`src/rtl/bira_engine.sv`:
```
// ---------------------------------------------------------------------------
// bira_engine -- built-in redundancy analysis for a banked memory array.
//
// Faults reported by BIST are collected into two CAMs. A fault that shares
// neither row nor column with a stored pivot becomes a new pivot. A fault
// that shares a row or column with a pivot is stored as a non-pivot. Exact
// repeats are dropped. When BIST ends, every row/column assignment of the
// pivots is tried in increasing mask order. The first assignment that fits
// the spare budget and covers all non-pivots is reported as one word per
// pivot.
//
// Ports
//   clk, rst          clock, synchronous active-high reset
//   start             begin fault collection (from IDLE or DONE)
//   fault_detect      fault address below is valid this cycle
//   row_add_in, col_add_in, bank_in   fault address
//   test_end          BIST finished
//   early_term        unrepairable during collection; held until start/rst
//   sol_valid/sol_ready/sol_data     repair words {is_col, bank, addr}
//   done, repair      analysis complete / repairable (valid while done)
//   state_dbg         current FSM state, for observation only
//
// Handshake: a solution word moves on a rising edge where sol_valid and
// sol_ready are both 1. While sol_valid is 1 and sol_ready is 0, sol_data
// holds its value. sol_valid does not drop until the word has moved.
// ---------------------------------------------------------------------------
module bira_engine #(
  parameter int ROW_W    = 10,
  parameter int COL_W    = 10,
  parameter int BANK_W   = 2,
  parameter int R_SPARES = 2,
  parameter int C_SPARES = 2,
  parameter int NPCAM    = 8
) (
  input  logic                                         clk,
  input  logic                                         rst,
  input  logic                                         start,
  input  logic                                         fault_detect,
  input  logic [ROW_W-1:0]                             row_add_in,
  input  logic [COL_W-1:0]                             col_add_in,
  input  logic [BANK_W-1:0]                            bank_in,
  input  logic                                         test_end,
  output logic                                         early_term,
  output logic                                         sol_valid,
  input  logic                                         sol_ready,
  output logic [BANK_W+((ROW_W>COL_W)?ROW_W:COL_W):0]  sol_data,
  output logic                                         done,
  output logic                                         repair,
  output logic [2:0]                                   state_dbg
);

  localparam int AW   = (ROW_W > COL_W) ? ROW_W : COL_W;
  localparam int SW   = 1 + BANK_W + AW;
  localparam int PCAM = R_SPARES + C_SPARES;
  localparam int PCW  = $clog2(PCAM + 1);
  localparam int NCW  = $clog2(NPCAM + 1);

  typedef enum logic [2:0] {
    S_IDLE,
    S_COLLECT,
    S_ANALYZE,
    S_REPORT,
    S_DONE
  } state_t;

  state_t state;
  assign state_dbg = state;

  // Pivot CAM. Entries fill from index 0 upward, so the valid bits are
  // always a contiguous block at the low end.
  logic [PCAM-1:0]   pv_valid;
  logic [BANK_W-1:0] pv_bank [PCAM];
  logic [ROW_W-1:0]  pv_row  [PCAM];
  logic [COL_W-1:0]  pv_col  [PCAM];
  logic [PCW-1:0]    p_cnt;

  // Non-pivot CAM
  logic [NPCAM-1:0]  np_valid;
  logic [BANK_W-1:0] np_bank [NPCAM];
  logic [ROW_W-1:0]  np_row  [NPCAM];
  logic [COL_W-1:0]  np_col  [NPCAM];
  logic [NCW-1:0]    np_cnt;

  logic [PCAM-1:0]   mask;      // candidate under evaluation
  logic [PCAM-1:0]   sol_mask;  // accepted candidate
  logic [PCW-1:0]    rep_idx;   // pivot whose word is on sol_data

  // ---------------- fault classification ----------------
  logic           exact_hit, rc_hit;
  logic           to_pv, to_np, pv_full, np_full, overflow;
  logic [PCW-1:0] p_cnt_after;

  always_comb begin
    exact_hit = 1'b0;
    rc_hit    = 1'b0;
    for (int i = 0; i < PCAM; i++) begin
      if (pv_valid[i] && pv_bank[i] == bank_in) begin
        if (pv_row[i] == row_add_in && pv_col[i] == col_add_in) exact_hit = 1'b1;
        if (pv_row[i] == row_add_in || pv_col[i] == col_add_in) rc_hit = 1'b1;
      end
    end
    for (int j = 0; j < NPCAM; j++) begin
      if (np_valid[j] && np_bank[j] == bank_in &&
          np_row[j] == row_add_in && np_col[j] == col_add_in) exact_hit = 1'b1;
    end
  end

  assign pv_full     = (p_cnt == PCW'(PCAM));
  assign np_full     = (np_cnt == NCW'(NPCAM));
  assign to_np       = fault_detect && !exact_hit && rc_hit;
  assign to_pv       = fault_detect && !exact_hit && !rc_hit;
  assign overflow    = (to_np && np_full) || (to_pv && pv_full);
  // Only used when there is no overflow, so the increment always fits.
  assign p_cnt_after = p_cnt + PCW'(to_pv);

  // ---------------- candidate evaluation ----------------
  int               n_rows, n_cols;
  logic [NPCAM-1:0] np_cov;
  logic             cand_ok;

  always_comb begin
    n_rows = 0;
    n_cols = 0;
    np_cov = '0;
    for (int i = 0; i < PCAM; i++) begin
      if (pv_valid[i]) begin
        if (mask[i]) n_rows = n_rows + 1;
        else         n_cols = n_cols + 1;
      end
    end
    // A non-pivot is covered by a row spare on a pivot in its row, or by a
    // column spare on a pivot in its column, within the same bank.
    for (int j = 0; j < NPCAM; j++) begin
      if (!np_valid[j]) begin
        np_cov[j] = 1'b1;
      end else begin
        for (int i = 0; i < PCAM; i++) begin
          if (pv_valid[i] && pv_bank[i] == np_bank[j] &&
              (mask[i] ? (pv_row[i] == np_row[j]) : (pv_col[i] == np_col[j])))
            np_cov[j] = 1'b1;
        end
      end
    end
    cand_ok = (&np_cov) && (n_rows <= R_SPARES) && (n_cols <= C_SPARES);
  end

  // ---------------- solution word selection ----------------
  // In ANALYZE this picks word 0 of the candidate being accepted. In REPORT
  // it picks the word after the one currently presented.
  logic [PCW-1:0]  sel_idx;
  logic [PCAM-1:0] sel_mask;
  logic [SW-1:0]   word_sel;

  always_comb begin
    sel_idx  = (state == S_ANALYZE) ? '0 : rep_idx + PCW'(1);
    sel_mask = (state == S_ANALYZE) ? mask : sol_mask;
    word_sel = '0;
    for (int i = 0; i < PCAM; i++) begin
      if (PCW'(i) == sel_idx) begin
        if (sel_mask[i]) word_sel = {1'b0, pv_bank[i], AW'(pv_row[i])};
        else             word_sel = {1'b1, pv_bank[i], AW'(pv_col[i])};
      end
    end
  end

  // ---------------- control FSM ----------------
  always_ff @(posedge clk) begin
    if (rst) begin
      state      <= S_IDLE;
      pv_valid   <= '0;
      np_valid   <= '0;
      p_cnt      <= '0;
      np_cnt     <= '0;
      mask       <= '0;
      sol_mask   <= '0;
      rep_idx    <= '0;
      early_term <= 1'b0;
      sol_valid  <= 1'b0;
      sol_data   <= '0;
      done       <= 1'b0;
      repair     <= 1'b0;
    end else begin
      case (state)
        S_IDLE, S_DONE: begin
          if (start) begin
            pv_valid   <= '0;
            np_valid   <= '0;
            p_cnt      <= '0;
            np_cnt     <= '0;
            early_term <= 1'b0;
            done       <= 1'b0;
            repair     <= 1'b0;
            state      <= S_COLLECT;
          end
        end

        S_COLLECT: begin
          if (overflow) begin
            early_term <= 1'b1;
            done       <= 1'b1;
            repair     <= 1'b0;
            state      <= S_DONE;
          end else begin
            if (to_pv) begin
              for (int i = 0; i < PCAM; i++) begin
                if (PCW'(i) == p_cnt) begin
                  pv_valid[i] <= 1'b1;
                  pv_bank[i]  <= bank_in;
                  pv_row[i]   <= row_add_in;
                  pv_col[i]   <= col_add_in;
                end
              end
              p_cnt <= p_cnt + PCW'(1);
            end
            if (to_np) begin
              for (int j = 0; j < NPCAM; j++) begin
                if (NCW'(j) == np_cnt) begin
                  np_valid[j] <= 1'b1;
                  np_bank[j]  <= bank_in;
                  np_row[j]   <= row_add_in;
                  np_col[j]   <= col_add_in;
                end
              end
              np_cnt <= np_cnt + NCW'(1);
            end
            // A fault arriving with test_end is already counted here.
            if (test_end) begin
              if (p_cnt_after == '0) begin
                done   <= 1'b1;
                repair <= 1'b1;
                state  <= S_DONE;
              end else begin
                mask  <= '0;
                state <= S_ANALYZE;
              end
            end
          end
        end

        S_ANALYZE: begin
          if (cand_ok) begin
            sol_mask  <= mask;
            rep_idx   <= '0;
            sol_valid <= 1'b1;
            sol_data  <= word_sel;
            state     <= S_REPORT;
          end else if (mask == pv_valid) begin
            // All-ones over the P pivots is the final candidate.
            done   <= 1'b1;
            repair <= 1'b0;
            state  <= S_DONE;
          end else begin
            mask <= mask + PCAM'(1);
          end
        end

        S_REPORT: begin
          if (sol_ready) begin
            if (rep_idx + PCW'(1) == p_cnt) begin
              sol_valid <= 1'b0;
              sol_data  <= '0;
              done      <= 1'b1;
              repair    <= 1'b1;
              state     <= S_DONE;
            end else begin
              rep_idx  <= rep_idx + PCW'(1);
              sol_data <= word_sel;
            end
          end
        end

        default: state <= S_IDLE;
      endcase
    end
  end

endmodule

```
`config.mk`:
```
export PLATFORM = sky130hd
export DESIGN_NAME = bira_engine
export DESIGN_NICKNAME = d
export VERILOG_FILES = /design/src/rtl/bira_engine.sv
export SDC_FILE = /design/constraint.sdc
export NUM_CORES = 1
export LEC_CHECK = 0
export CORE_ASPECT_RATIO = 1.75
export CORE_UTILIZATION = 59
export CTS_CLUSTER_SIZE = 20
export DETAILED_ROUTE_END_ITERATION = 10
export PLACE_DENSITY = 0.76
export SLEW_MARGIN = 20
export SYNTH_ARGS = -nofsm -noshare
export SYNTH_HDL_FRONTEND = slang
export SYNTH_SLANG_ARGS = --single-unit
```
`constraint.sdc`:
```
create_clock -name clk -period 11.8 [get_ports clk]
set_clock_uncertainty 0.15 [all_clocks]
set_input_delay 1.77 -clock clk [delete_from_list [all_inputs] [get_ports clk]]
set_output_delay 1.77 -clock clk [all_outputs]
set_load 0.05 [all_outputs]
```
After elaboration in Yosys (flattened, before gate mapping)
Memory sizes are Yosys's and may differ from the RTL's.
Index checks and enable logic that the tools add are counted.
W data, S select, Z words.
Operators by class
  add/sub/neg operators: 11
  multiply operators: 0
  divide/modulo/power cells: 0
  order comparisons: 2
  equal/unequal tests: 182
  shift operators: 0
  muxes and demuxes: 353
  bitwise operators: 0
  reduce and logical (&&, ||, !) cells: 173
Operator list (count)
  $eq A10 B10 Y1: 88
  $mux W32: 12
  $mux W1: 229
  $mux W10: 20
  $reduce_or A10 Y1: 20
  $add A32 B2 Y32 const B: 6
  $mux W13: 11
  $mux W3: 36
  $logic_and A1 B1 Y1: 103
  $eq A2 B2 Y1: 44
  $reduce_and A5 Y1: 13
  $le A32 B3 Y1 const B: 2
  $ne A2 B2 Y1 const B: 25
  $mux W4: 11
  $mux W2: 19
  $pmux W13 S2: 1
  $mux W8: 3
  $pmux W4 S2: 3
  $reduce_or A2 Y1: 11
  $eq A3 B4 Y1 const A: 4
  $pmux W8 S2: 1
  $reduce_and A4 Y1: 4
  $reduce_and A8 Y1: 2
  $eq A2 B3 Y1 const A: 4
  other kinds (28): 49
Storage, ports and cells
  register bits: 50
  bits in latches: 0
  memory bits (writable): 264
  bits in read-only memories: 0
  bits of input ports: 28
  output and inout port bits: 20
  logic and storage cells: 750
  memories kept: 6
Memories
  np_col: depth 8, width 10, read ports 8, clocked after Yosys merged registers in 0, write ports 1, line 81  | logic [COL_W-1:0] np_col [NPCAM];
  np_row: depth 8, width 10, read ports 8, clocked after Yosys merged registers in 0, write ports 1, line 80  | logic [ROW_W-1:0] np_row [NPCAM];
  pv_col: depth 4, width 10, read ports 4, clocked after Yosys merged registers in 0, write ports 1, line 74  | logic [COL_W-1:0] pv_col [PCAM];
  pv_row: depth 4, width 10, read ports 4, clocked after Yosys merged registers in 0, write ports 1, line 73  | logic [ROW_W-1:0] pv_row [PCAM];
  np_bank: depth 8, width 2, read ports 8, clocked after Yosys merged registers in 0, write ports 1, line 79  | logic [BANK_W-1:0] np_bank [NPCAM];
  pv_bank: depth 4, width 2, read ports 4, clocked after Yosys merged registers in 0, write ports 1, line 72  | logic [BANK_W-1:0] pv_bank [PCAM];

Longest topological paths before layout
Gate-level depths: netlist of the first run.
An unclocked memory read counts as a cell.
  depth in word-level cells: 36
  gate-level depth with buffers: 17
  gate-level depth less buffers: 16

Worst setup path before layout of the first run
Ideal clock, no wire load.
  path type: in2reg
  start point: input bank_in[0]
  end point: memory pv_bank[0][0], enable pin
  setup time: 401 ps
  data arrival time: 4628 ps
  required time: 11249 ps
  slack: 6621 ps
  stages: 10
  buffers on the path: 1
  cell sequence: buf_4 xnor2_1 nand3_1 nor4_1 nor4_1 a211o_1 a211oi_2 nand2b_2 or4_1 nor2_1
On the way
  word-level cells in the longest chain between the ends: 30
  elaborated cells between the ends (all ways): 99
  those cells by class: eq/ne: 12; mux: 48; reduce/logical: 39
RTL lines
  start: declaration: line 41  | input logic [BANK_W-1:0] bank_in,
  $eq A2 B2 Y1: line 97  | if (pv_valid[i] && pv_bank[i] == bank_in) begin
  $logic_and A1 B1 Y1: line 97
  $mux W1: line 97
  $mux W1: line 98  | if (pv_row[i] == row_add_in && pv_col[i] == col_add_in) exact_hit = 1'b1;
  $mux W1: line 97
  $mux W1: line 98
  $mux W1: line 97
  $mux W1: line 98
  [12 not listed]
  $logic_and A1 B1 Y1: line 112  | assign overflow = (to_np && np_full) || (to_pv && pv_full);
  $logic_or A1 B1 Y1: line 112
  $mux W1: line 198  | if (overflow) begin
  $mux W1: line 183  | case (state)
  $mux W1: line 168  | if (rst) begin
  $mux W1 (implied by the code): line 208  | pv_bank[i] <= bank_in;
  $reduce_or A2 Y1 (no line)
  $mux W2 (no line) or $mux W1 (tied branches) (3 in a row)
  end: declaration: line 72
Parallel ways exist; a longest one is shown, timed or not.

Worst setup path in the final report of the first run
  start point: input bank_in[1]
  end point: memory np_row[4][9], in the netlist np_row[1][9], enable pin
On the way
  word-level cells in the longest chain between the ends: 34
  elaborated cells between the ends (all ways): 131
  those cells by class: eq/ne: 12; mux: 76; reduce/logical: 43
RTL lines
  $eq A2 B2 Y1: line 97
  $logic_and A1 B1 Y1: line 97
  $mux W1: line 97
  $mux W1: line 98
  $mux W1: line 97
  $mux W1: line 98
  $mux W1: line 97
  $mux W1: line 98
  [12 not listed]
  $logic_and A1 B1 Y1: line 112
  $logic_or A1 B1 Y1: line 112
  $mux W1: line 198
  $mux W1: line 183
  $mux W1: line 168
  $mux W1 (implied by the code): line 220  | np_row[j] <= row_add_in;
  $reduce_or A10 Y1 (no line)
  $mux W3 (no line) or $mux W1 (tied branches) (7 in a row)
  end: declaration: line 80
Parallel ways exist; a longest one is shown, timed or not.

==> key figures, run 1 <==
Outcome
  • Status: complete, no violations

Critical path
  • Reg2reg start: pv_bank[3][1]$_DFFE_PP_
  • Kind of critical path: primary input to flip-flop
  • CP Launch Type: primary input
  • Worst-path maximum fanout: 24
  • WP data required: 11870 ps
  • Critical R2R Capture: np_row[1][9]$_DFFE_PP_
  • Worst R2R Path Depth: 9
  • Register-to-register setup slack: between 5000 and 6000 ps
  • Worst EP arrival: 6990 ps
  • Crit end category: flip-flop

CTS
  • CTS Sinks: 314
  • Post-CTS setup buffers: 0
  • CTS buffer count: 30
  • H-tree levels: 1
  • Post-CTS resize count: 0
  • Root buf cell: clkbuf_16
  • Clk buf depth: 3
  • CTS tree: yes
  • Clock-pin slew on the worst setup and hold paths: roughly 70 ps
  • Worst skew pair latency: 620 ps
  • # hold bufs at CTS: 0

Yosys
  • Post-synthesis cell area: 24000 um^2
  • Sequential share of the synthesized area: 37.2%
  • Asr flop ratio synth: 0%
  • Post-synth cell types: 67
  • Warnings, synthesis: 0
  • Mean Syn Cell Area: ~10 um^2
  • Top FF cell, synth: edfxtp_1
  • Post-synth EDFFs: 264
  • Post-Syn Instances: 2438
  • Synth Register Bits: 314
  • Synthesized Nets: 2487

Hold path
  • WHS Endpoint: sol_data[12]$_SDFFE_PP0P_
  • Hold depth: 2
  • Worst hold start: sol_data[12]$_SDFFE_PP0P_
  • Hold Crit Class: flip-flop to flip-flop

Floorplanning
  • Die height: 269 um
  • Starting density of the core: 59.9%
  • Ports: 48
  • Placeable Area: 40100 um^2
  • Die area: 41500 um^2
  • Chip Width: 154 um
  • # rows: 97

STA
  • Final worst-path cycle share: 58.7%
  • Setup violators final: 0
  • Final Critical Period: 6920 ps
  • Slew headroom: 12.7%
  • Fmax: about 140 MHz
  • Final Slew Violations: 0
  • Total negative slack: 0 ps
  • RSZ-0062 raised after global routing: false
  • Post-route setup slack: approximately 4900 ps
  • Tightest Pin Transition: 1300 ps
  • Final hold vios: 0

Power and ir drop
  • PD cells: 120 nW/um^2
  • Sw frac: 32.3%
  • Clock network fraction of total power: 35.2%
  • Comb pwr share: about a quarter
  • Static leakage: between 8 and 9 nW
  • Seq pwr share: 41.4%
  • Net switching power: 0.986 mW
  • Maximum VDD drop: 0.000146 V
  • Internal power: 2.07 mW

Finish
  • Most frequent cells in the layout: 659 x xnor2_1, 318 x xor2_1, 264 x edfxtp_1, 142 x nand4_1, 111 x nand3_1
  • Layout net count: 2349
  • Fraction of layout cells with a size suffix above 1: 8.00%
  • Fillers: approximately 3300
  • Commonest non-fill, non-tap cell in the layout: xnor2_1
  • Synth-to-Final Area Change: 6.49%

Drt
  • WL/cell: 36.6 um
  • Initial detailed-routing violation count: around 2600
  • Via count: 20000
  • Detailed Route WL: 103000 um
  • Post-DRT Antenna Nets: 0
  • Via density per instance: 7.08
  • Pre-antenna DRT Iters: 8
  • Residual DRC: 0

Global route
  • GRT overflow: 0
  • First-pass GRT wire length: around 140000 um
  • Largest net degree at the start of global routing: 38
  • GRT Overall Usage: 50.2%
  • Antenna violations before repair: 6
  • Vias in the first global route: a little under 20000

Run
  • Max_cap viols: 0

Placement
  • Placer Congestion: 1.12
  • Port bufs: 47
  • Dpl ws: ~4500 ps
  • Post-DP HPWL: slightly above 70000 um
## metal layers
metal | vias up | global-route usage [%] | part of all wire, %
met4 | 8 | 43.8 | 11
met1 | 9489 | 56.0 | 33
met5 | - | 0 | 0.049
met3 | 668 | 18.0 | 14
met2 | 1761 | 75.9 | 43
li1 | 8056 | - | -
## area by class of cell
type	instances	area, um^2	share of cell area (%)
diodes	3	7.51	0.0294
clock buffers	32	758	2.97
clock inverters	24	310	1.21
inverters	22	82.6	0.323
multi-input cells	1781	13600	53.2
flip-flops and latches	314	8930	35.0
well taps	495	619	2.42
repair buffers	151	1260	4.93
## state kept, by name, summed over array words and instances, names as in the netlist
name,flops
mask,4
np_valid,8
np_col,80
p_cnt,3
pv_col,40
np_bank,16
sol_valid,1
pv_valid,4
np_row,80
sol_mask,4
done,1
sol_data,13
pv_row,40
rep_idx,3
state_dbg,3
np_cnt,4
repair,1
early_term,1
pv_bank,8
## per-stage QoR
stage               area, um^2  cells  utilization [%]  power, mW  hold WS (ps)
floorplan                24000   2438                -       1.72           290
global placement         24400   2762             61.0       1.97           298
detailed placement       24400   2762             61.0       1.98           302
CTS                      25500   2818             63.7       3.03           317
global route             25500   2819             63.8       3.11           342
finish                   25500   2822             63.8       3.06           317
## power groups by stage
stage	logic, mW	registers [mW]	clock network [mW]
6_report	0.716	1.27	1.08
5_1_grt	0.737	1.27	1.11
4_1_cts	0.692	1.26	1.07
3_5_place_dp	0.689	1.29	0
3_3_place_gp	0.679	1.29	0
2_1_floorplan	0.371	1.35	0
## worst max path at each step
stage | start | slack (ps) | end
after floorplan | bank_in[0] | 6620 | pv_bank[0][0]$_DFFE_PP_
after global placement | bank_in[1] | 4580 | np_row[1][11]$_DFFE_PP_
after detailed placement | bank_in[1] | 4470 | np_row[1][13]$_DFFE_PP_
after CTS | bank_in[1] | 5090 | np_row[1][18]$_DFFE_PP_
after global routing | col_add_in[6] | 4940 | np_row[1][23]$_DFFE_PP_
final | bank_in[1] | 4880 | np_row[1][9]$_DFFE_PP_
## cell families after synthesis
logic type | synth area share, %
XOR/XNOR | 35.7
AND/OR/NAND/NOR | 13.3
buffers and inverters | 6.24
flip-flops | 37.2
AO/OA/AOI/OAI | 4.41
multiplexers | 2.00
adder cells (fa/ha/maj) | 1.10
## cells in the mapped netlist, types with 6 or more instances
master       n  share of area, %
mux2_2      14              0.66
a22oi_1      7              0.22
nor4_1      96               2.5
nor2_1      52              0.81
o21ai_0     13              0.27
o221ai_1    12              0.44
inv_1       19              0.30
a31oi_1     12              0.31
ha_1        21               1.1
buf_1        8              0.13
nor3_1      68               1.4
edfxtp_1   264                33
o2111ai_1   11              0.40
buf_2       89               1.9
and2_1      15              0.39
dfxtp_1     50               4.2
buf_4       24              0.75
o22ai_1     11              0.29
and3_1       7              0.18
nand2_1     57              0.89
clkbuf_1   199               3.1
xor2_1     318                12
o21a_1       6              0.19
nand4_1    142               3.7
nand3_1    111               2.3
nor2b_1     17              0.44
mux2i_1     31               1.3
a21oi_1     45              0.94
xnor2_1    659                24
## worst max-delay path: stages
cell,delay [ps]
clkdlybuf4s50_1,460
buf_4,390
xnor2_1,170
nand3_1,290
nor4_1,1080
nor4_1,270
nand4_1,230
a211oi_2,200
nand2b_2,330
nor3b_1,830
and2_1,950
(Power assumes the default switching activity.)
==> inputs of run 2 (changes only) <==
--- a/config.mk
+++ b/config.mk
@@ -6,10 +6,10 @@
 export NUM_CORES = 1
 export LEC_CHECK = 0
 export CORE_ASPECT_RATIO = 1.75
-export CORE_UTILIZATION = 59
+export CORE_UTILIZATION = 58
 export CTS_CLUSTER_SIZE = 20
 export DETAILED_ROUTE_END_ITERATION = 10
-export PLACE_DENSITY = 0.76
+export PLACE_DENSITY = 0.78
 export SLEW_MARGIN = 20
 export SYNTH_ARGS = -nofsm -noshare
 export SYNTH_HDL_FRONTEND = slang
==> constraint.sdc (replaced) <==
create_clock -name clk -period 6.06 [get_ports clk]
set_clock_uncertainty 0.15 [all_clocks]
set_input_delay 0.909 -clock clk [delete_from_list [all_inputs] [get_ports clk]]
set_output_delay 0.909 -clock clk [all_outputs]
set_load 0.05 [all_outputs]
==> key figures, run 2 (synthesized netlist as in run 1, its figures left out) <==
STA
  • Slew headroom: 24.7%
  • Final hold vios: 0
  • Fmax: 171 MHz
  • Tightest Pin Transition: 1120 ps
  • Final worst-path cycle share: 96.3%
  • Post-route setup slack: 222 ps
  • Setup violators final: 0
  • Final Critical Period: between 5000 and 6000 ps
  • Final Slew Violations: 0
  • RSZ-0062 raised after global routing: false
  • Total negative slack: 0 ps
  • Worst Hold Slack: 306 ps

Critical path
  • Worst EP arrival: just over 6000 ps
  • Register-to-register setup slack: 1000 ps
  • Crit end category: flip-flop
  • Reg2reg start: pv_col[0][4]$_DFFE_PP_
  • Kind of critical path: primary input to flip-flop
  • Worst-path maximum fanout: 18
  • Critical R2R Capture: state_dbg[1]$_SDFFE_PP0P_
  • CP Launch Type: primary input
  • Worst R2R Path Depth: 17
  • WP data required: 6440 ps

CTS
  • Post-CTS setup buffers: 0
  • Clk buf depth: 3
  • H-tree levels: 1
  • CTS buffer count: 31
  • Root buf cell: clkbuf_16
  • Post-CTS resize count: 0
  • Worst skew pair latency: 630 ps
  • CTS tree: yes
  • CTS Sinks: approximately 310
  • Clock-pin slew on the worst setup and hold paths: about 70 ps
  • # hold bufs at CTS: 0

Power and ir drop
  • Static leakage: 8.36 nW
  • Total power: 5.90 mW
  • PD cells: 226 nW/um^2
  • Maximum VDD drop: 0.000257 V

Placement
  • Dpl ws: -47.5 ps
  • Placer Congestion: 1.14
  • DP Cell Count: ~2900
  • Post-DP HPWL: about 75000 um
  • Placed standard-cell area: 25000 um^2
  • Port bufs: 47

Global route
  • Antenna violations before repair: 2
  • First-pass GRT wire length: roughly 150000 um
  • GRT overflow: 0
  • Vias in the first global route: 19400
  • Largest net degree at the start of global routing: 36
  • GRT Overall Usage: 50.5%

Floorplanning
  • Ports: 48
  • # rows: 98
  • Die height: ~270 um
  • Die area: 42200 um^2
  • Chip Width: 156 um
  • Placeable Area: 40800 um^2
  • Starting density of the core: 58.7%

Finish
  • Most frequent cells in the layout: 659 x xnor2_1, 318 x xor2_1, 264 x edfxtp_1, 142 x nand4_1, 139 x buf_4
  • Fin area: 26100 um^2
  • Core Util, Final: 63.9%
  • Largest registers: np_col x80, np_row x80
  • Final cell count without fillers: 2926
  • Synth-to-Final Area Change: 8.77%
  • Commonest non-fill, non-tap cell in the layout: xnor2_1
  • Fraction of layout cells with a size suffix above 1: 9.90%
  • Layout net count: 2397

Hold path
  • WHS Endpoint: done$_SDFFE_PP0P_
  • Hold depth: 2
  • Hold Crit Class: flip-flop to flip-flop
  • Worst hold start: done$_SDFFE_PP0P_

Outcome
  • Status: complete, no violations

Drt
  • WL/cell: 36.2 um
  • Detailed Route WL: 106000 um
  • Residual DRC: 0
  • Initial detailed-routing violation count: approximately 2900
  • Pre-antenna DRT Iters: 7
  • Post-DRT Antenna Nets: 0
  • Via density per instance: about 6.9
  • Via count: 20200

Run
  • Max_cap viols: 0
run 2: cell count changes in the layout (fill, tap and decap cells not counted), moves of 2 or more:
cell | previous run | this run
buf_4 | 103 | 139
buf_12 | 0 | 12
clkinv_4 | 3 | 6
bufinv_16 | 6 | 4
clkinv_2 | 3 | 5
run 2: worst max-delay path, cell delays in order:
cell	delay, ps
clkdlybuf4s50_1	750
buf_12	250
xnor2_1	180
nand4_1	450
nor4_1	1070
a22oi_1	220
nand4_1	210
nor2_1	70
buf_4	190
inv_1	60
nor2_1	50
ha_1	190
ha_1	190
xor2_1	150
nor3_1	130
a22oi_1	230
a21boi_0	420
nand3_1	220
a311oi_2	280
run 2: how the worst max path moves through the flow:
stage / start / to / slack (ps) / cells after the start
2_1_floorplan: bank_in[0] / pv_bank[0][0]$_DFFE_PP_ / 1740 / 10
3_3_place_gp: col_add_in[4] / state_dbg[1]$_SDFFE_PP0P_ / 40 / 19
3_5_place_dp: col_add_in[4] / state_dbg[1]$_SDFFE_PP0P_ / -50 / 19
4_1_cts: col_add_in[4] / state_dbg[1]$_SDFFE_PP0P_ / 610 / 19
5_1_grt: col_add_in[4] / state_dbg[1]$_SDFFE_PP0P_ / 30 / 19
6_report: col_add_in[4] / state_dbg[1]$_SDFFE_PP0P_ / 220 / 19
run 2: power by group:
part | leakage (nW) | total (mW) | internal (mW) | switching (mW)
logic | 5.07 | 1.35 | 0.476 | 0.872
clock network | 0.512 | 2.07 | 1.12 | 0.944
registers | 2.78 | 2.49 | 2.41 | 0.0804
total | 8.36 | 5.90 | 4.00 | 1.90
run 2: final cells by class:
| cell class | instances | area (um^2) |
|---|---|---|
| antenna | 3 | 7.51 |
| clock buffer | 32 | 779 |
| clock inverter | 26 | 279 |
| fill | 3344 | 14700 |
| inverter | 22 | 82.6 |
| multi-input combinational | 1781 | 13600 |
| sequential | 314 | 8930 |
| tap | 550 | 688 |
| timing repair buffer | 198 | 1750 |
run 2: metal layers:
| layer | up-vias | global-route usage (%) | wire, um |
|---|---|---|---|
| met1 | 9733 | 58.4 | 35400 |
| met5 | - | 0 | 0 |
| met4 | 0 | 43.3 | 11400 |
| li1 | 8154 | - | - |
| met2 | 1706 | 75.5 | 45500 |
| met3 | 593 | 15.9 | 13500 |
